File: src/rtl/jt89_noise_pkg.sv
// Shared constants and the 9-bit attenuation table for the JT89 noise channel.
// Tone channels use the same table, so both stay at identical levels.
package jt89_noise_pkg;

  localparam logic [15:0] LFSR_SEED = 16'h8000;
  localparam int          TAP_LO    = 0;
  localparam int          TAP_HI    = 3;
  localparam int          DIV_EXP   = 5;

  typedef enum logic [1:0] {
    NF_DIV32  = 2'd0,
    NF_DIV64  = 2'd1,
    NF_DIV128 = 2'd2,
    NF_TONE2  = 2'd3
  } nf_e;

  // 2 dB steps; 15 is silence.
  function automatic logic [8:0] vol_level9(input logic [3:0] vol);
    logic [8:0] lvl;
    case (vol)
      4'd0:    lvl = 9'd511;
      4'd1:    lvl = 9'd406;
      4'd2:    lvl = 9'd322;
      4'd3:    lvl = 9'd256;
      4'd4:    lvl = 9'd203;
      4'd5:    lvl = 9'd161;
      4'd6:    lvl = 9'd128;
      4'd7:    lvl = 9'd101;
      4'd8:    lvl = 9'd81;
      4'd9:    lvl = 9'd64;
      4'd10:   lvl = 9'd51;
      4'd11:   lvl = 9'd40;
      4'd12:   lvl = 9'd32;
      4'd13:   lvl = 9'd25;
      4'd14:   lvl = 9'd20;
      default: lvl = 9'd0;
    endcase
    return lvl;
  endfunction

endpackage

File: src/rtl/jt89_vol.sv
// Combinational attenuation lookup, scaled to the mixer sample width.
// Widths other than 9 shift the table by 2^(bw-9), truncating.
module jt89_vol
  import jt89_noise_pkg::*;
#(
  parameter int bw = 9
) (
  input  logic [3:0]    vol,
  output logic [bw-1:0] level
);

  logic [8:0] base_s;

  assign base_s = vol_level9(vol);

  generate
    if (bw > 9) begin : g_up
      assign level = {base_s, {(bw-9){1'b0}}};
    end else if (bw == 9) begin : g_eq
      assign level = base_s;
    end else begin : g_dn
      assign level = base_s[8 -: bw];
    end
  endgenerate

endmodule

File: src/rtl/jt89_noise.sv
// JT89 noise channel: 16-bit LFSR stepped by a clk_en divider or by
// channel-2 rising edges, gated onto an attenuated unsigned output.
module jt89_noise
  import jt89_noise_pkg::*;
#(
  parameter int bw = 9
) (
  input  logic          clk,
  input  logic          rst,
  input  logic          clk_en,
  input  logic [2:0]    ctrl,
  input  logic          ctrl_wr,
  input  logic [3:0]    vol,
  input  logic          tone2,
  output logic [bw-1:0] noise
);

  logic [6:0]    cnt_q, cnt_d;
  logic          tone2_l_q, tone2_l_d;
  logic [15:0]   lfsr_q, lfsr_d;
  logic [bw-1:0] noise_q, noise_d;

  logic [bw-1:0] level_s;
  nf_e           nf_s;
  logic [6:0]    div_mask_s;
  logic          div_hit_s;
  logic          tone_hit_s;
  logic          shift_s;
  logic          fb_s;

  jt89_vol #(.bw(bw)) u_vol (
    .vol   (vol),
    .level (level_s)
  );

  // Event detection, LFSR/divider next state and output gating.
  always_comb begin
    nf_s       = nf_e'(ctrl[1:0]);
    // Low 5, 6 or 7 counter bits must all be ones; NF=3 ignores the mask.
    div_mask_s = 7'((32'd1 << (DIV_EXP + int'(ctrl[1:0]))) - 32'd1);
    div_hit_s  = &(cnt_q | ~div_mask_s);
    tone_hit_s = tone2 & ~tone2_l_q;
    if (nf_s == NF_TONE2) begin
      shift_s = clk_en & tone_hit_s;
    end else begin
      shift_s = clk_en & div_hit_s;
    end
    if (ctrl[2]) begin
      fb_s = lfsr_q[TAP_LO] ^ lfsr_q[TAP_HI];
    end else begin
      fb_s = lfsr_q[TAP_LO];
    end

    cnt_d     = cnt_q;
    tone2_l_d = tone2_l_q;
    lfsr_d    = lfsr_q;
    if (clk_en) begin
      cnt_d     = cnt_q + 7'd1;
      tone2_l_d = tone2;
    end else begin
      cnt_d     = cnt_q;
      tone2_l_d = tone2_l_q;
    end
    // A control write reseeds and suppresses any coincident shift.
    if (ctrl_wr) begin
      lfsr_d = LFSR_SEED;
      cnt_d  = 7'd0;
    end else if (shift_s) begin
      lfsr_d = {fb_s, lfsr_q[15:1]};
    end else begin
      lfsr_d = lfsr_q;
    end

    if (lfsr_q[0]) begin
      noise_d = level_s;
    end else begin
      noise_d = {bw{1'b0}};
    end
  end

  // State and output registers with synchronous reset.
  always_ff @(posedge clk) begin
    if (rst) begin
      cnt_q     <= 7'd0;
      tone2_l_q <= 1'b0;
      lfsr_q    <= LFSR_SEED;
      noise_q   <= {bw{1'b0}};
    end else begin
      cnt_q     <= cnt_d;
      tone2_l_q <= tone2_l_d;
      lfsr_q    <= lfsr_d;
      noise_q   <= noise_d;
    end
  end

  assign noise = noise_q;

endmodule

File: config.mk
export PLATFORM = sky130hd
export DESIGN_NAME = jt89_noise
export DESIGN_NICKNAME = d
export VERILOG_FILES = /design/src/rtl/jt89_noise_pkg.sv /design/src/rtl/jt89_vol.sv /design/src/rtl/jt89_noise.sv
export SDC_FILE = /design/constraint.sdc
export NUM_CORES = 1
export LEC_CHECK = 0
export ABC_AREA = 1
export ABC_CLOCK_PERIOD_IN_PS = 3200
export CAP_MARGIN = 20
export CORE_AREA = 4 4 56 63
export CTS_CLUSTER_DIAMETER = 150
export CTS_CLUSTER_SIZE = 8
export DETAILED_ROUTE_END_ITERATION = 8
export DIE_AREA = 0 0 60 67
export GPL_TIMING_DRIVEN = 0
export HOLD_SLACK_MARGIN = 0.08
export PLACE_DENSITY = 0.81
export SYNTH_ARGS = -nofsm -noshare
export SYNTH_HDL_FRONTEND = slang
export SYNTH_SLANG_ARGS = --single-unit
File: constraint.sdc
create_clock -name clk -period 3.2 [get_ports clk]
set_input_delay 0.64 -clock clk [delete_from_list [all_inputs] [get_ports clk]]
set_output_delay 0.64 -clock clk [all_outputs]
set_load 0.01 [all_outputs]
==> impl_metrics.csv <==
group,metric,value,unit
outcome,status,"completed",
worst_setup_path,critPathSlowestCell,"clkdlybuf4s50_1",
yosys,syn_inst,215,
route,routed_via_density,5.17,
clock_network,clkTransAtPathRegs,0.10,ns
hold_path,hold_class,"reg -> reg",
grt,first_global_vias,1272,
clock_network,cts_tree,"built",
clock_network,clock-root-buffer,"clkbuf_4",
yosys,netlist_area,1630,um2
cells_and_area,drive_gt1_share,10.7,%
cells_and_area,fill_cells,274,
timing,maxSlewViolCount,0,
worst_setup_path,crit_buf_inv,1,
timing,relSlewSlack,82.9,%
floorplan,rows,21,
yosys,synth_cell_types,25,
grt,grt_max_degree,11,
timing,fmax,0.541,GHz
grt,antenna_found_initial,0,
grt,grt_pass1_wl,5150,um
route,wire_per_inst,11.0,um
route,routed_wl,3040,um
floorplan,die_w,60,um
cells_and_area,fin_nets,260,
clock_network,clockBufferDepth,2,
cells_and_area,fin_area,1950,um2
worst_setup_path,crit_family,"buffers and inverters",
timing,fin_setup_tns,0,ns
cells_and_area,n_antenna_cell,0,
timing,worst_pin_slew,0.255,ns
worst_setup_path,critPathArrivalTime,1.21,ns
yosys,yosysTopAreaCellShare,40.6,%
worst_setup_path,cp_cell_sequence,"clkdlybuf4s50_1",
timing,hold_viol_final,0,
floorplan,io_pins,21,
yosys,synth_top_area_cell,"dfxtp_1",
route,drt_iter0_markers,85,
floorplan,initial_core_util,55.3,%
yosys,netlist_top_cells_area,"dfxtp_1, nand2_1, inv_1, a21oi_1, nor2_1",
yosys,yosysWarnings,0,
worst_setup_path,max_stage_delay,0.54,ns
placed_design,dp_hpwl,2180,um
placed_design,gp_congestion,0.765,
yosys,async_flop_share,0,%
worst_setup_path,path_class,"reg -> out",
floorplan,die_y,67,um
worst_setup_path,cp_max_fo,1,
route,antenna_left,0,
cells_and_area,syn2layout_area_growth,19.5,%
clock_network,ctsHoldBuffers,0,
clock_network,post_cts_buffers,0,
timing,whs,0.473,ns
power,irDropWorstVdd,0.000372,V
clock_network,cts_buffers,5,
grt,grt_overflow,0,
placed_design,portBuffers,19,
timing,setup_viol,0,
timing,post-route-period-util,57.8,%
timing,skew,0.00955,ns
floorplan,coreArea,2940,um2
power,total_power,0.853,mW
grt,grtUsageTotal,17.1,%
yosys,synth_ff_type,"dfxtp_1",
yosys,synth-edff-count,0,
clock_network,clk_latency,0.34,ns
timing,rsz0062_at_grt,"no",
worst_setup_path,worstSetupEndpointType,"primary output",
yosys,synth.most_common_cell,"nand2_1",
yosys,yosysSeqAreaShare,40.6,%
worst_setup_path,critical_path_required,2.56,ns
clock_network,clock_sinks,33,
yosys,syn-num-nets,234,
route,drcViolationCount,0,
yosys,ys_seq_elements,33,
power,power_per_cell_area,439,nW/um2
floorplan,die_area,4020,um2
placed_design,placed_area,1860,um2
worst_setup_path,start_kind,"flop",
timing,finalCriticalPeriod,1.85,ns
power,p_leak,0.764,nW
route,drt-pass1-iter-count,4,
clock_network,htreeDepth,2,
clock_network,cts_resized,0,
route,num_vias,1427,
yosys,ys_top_cells_by_count,"nand2_1, dfxtp_1, inv_1, nor2_1, a21oi_1",
yosys,synth_area_per_cell,7.57,um2
job,maxCapViolCount,0,
==> cell type report <==
cell class                      instances  area [um2]  area share [%]
Tap cell                               34        42.5            2.19
Buffer                                 10         100            5.14
Inverter                               29         109            5.59
Timing Repair Buffer                   19         190            9.77
Clock inverter                          1        30.0            1.54
Multi-Input combinational cell        143         758            39.0
Clock buffer                            7        55.1            2.83
Sequential cell                        33         661            34.0
==> logic make-up (layout without fill, tap and decap cells) <==
group,after synthesis,after routing,share of synthesized area [%]
adder cells (fa/ha/maj),7,7,5.38
flip-flops,33,33,40.6
XOR/XNOR,1,1,0.538
AO/OA/AOI/OAI,44,44,16.1
buffers and inverters,39,66,12.8
AND/OR/NAND/NOR,91,91,24.5
==> stage by stage <==
stage	utilization, %	cells	setup WS (ns)
after floorplan	-	215	1.76
after global placement	63.2	268	1.12
after detailed placement	63.2	268	1.09
after CTS	66.1	276	1.34
after global routing	66.1	276	1.29
final	66.1	276	1.35
==> state kept, by name, summed over array words and instances, names as in the netlist <==
name / count
cnt_q: 7
lfsr_q: 16
tone2_l_q: 1
noise: 9
==> cell usage in the layout, fill, tap and decap left out, drive strengths merged <==
master	Yosys	routed
nor2	27	27
nor3	2	2
nand3	19	19
a21oi	25	25
xor2	1	1
dfxtp	33	33
a311oi	1	1
ha	7	7
clkbuf	0	7
o21a	1	1
nand2	41	41
buf	10	10
clkdlybuf4s50	0	19
nand3b	1	1
inv	29	29
o21ai	12	12
bufinv	0	1
a211oi	3	3
a31oi	2	2
nor4	1	1
==> final timing paths <==
path / endpoint / from / slack, ns / cells after the start
worst min register to register: lfsr_q[15]$_SDFFE_PP1P_ / lfsr_q[15]$_SDFFE_PP1P_ / 0.47 / 2
worst max register to register: lfsr_q[1]$_SDFFE_PP0P_ / cnt_q[0]$_SDFFE_PP0P_ / 1.80 / 9
worst max-delay path: noise[1] / noise[1]$_SDFF_PP0_ / 1.35 / 1
worst min-delay path: lfsr_q[15]$_SDFFE_PP1P_ / lfsr_q[15]$_SDFFE_PP1P_ / 0.47 / 2
==> layer usage <==
layer  up-vias  part of all wire (%)  routed length [um]  track usage, %
li1        745                     -                   -               -
met1       629                    45                1370            19.4
met2        44                    45                1380            28.0
met3         9                   7.4                 226            6.59
met4         0                   2.0                  62            7.20
met5         -                     0                   0               0
==> power breakdown <==
| group | switching [mW] | internal [mW] | total [mW] |
|---|---|---|---|
| sequential | 0.00476 | 0.418 | 0.422 |
| combinational | 0.0592 | 0.0478 | 0.107 |
| clock | 0.137 | 0.187 | 0.324 |
==> worst register-to-register path, stage by stage (launching register included) <==
cell	delay (ns)
dfxtp_1	0.42
ha_1	0.17
nand2_1	0.07
a21oi_2	0.12
nand3_2	0.09
nand2_4	0.11
buf_6	0.15
nand3_1	0.07
nand2_1	0.06
nor2_1	0.04
No activity file was read; power rests on OpenSTA's default activity.
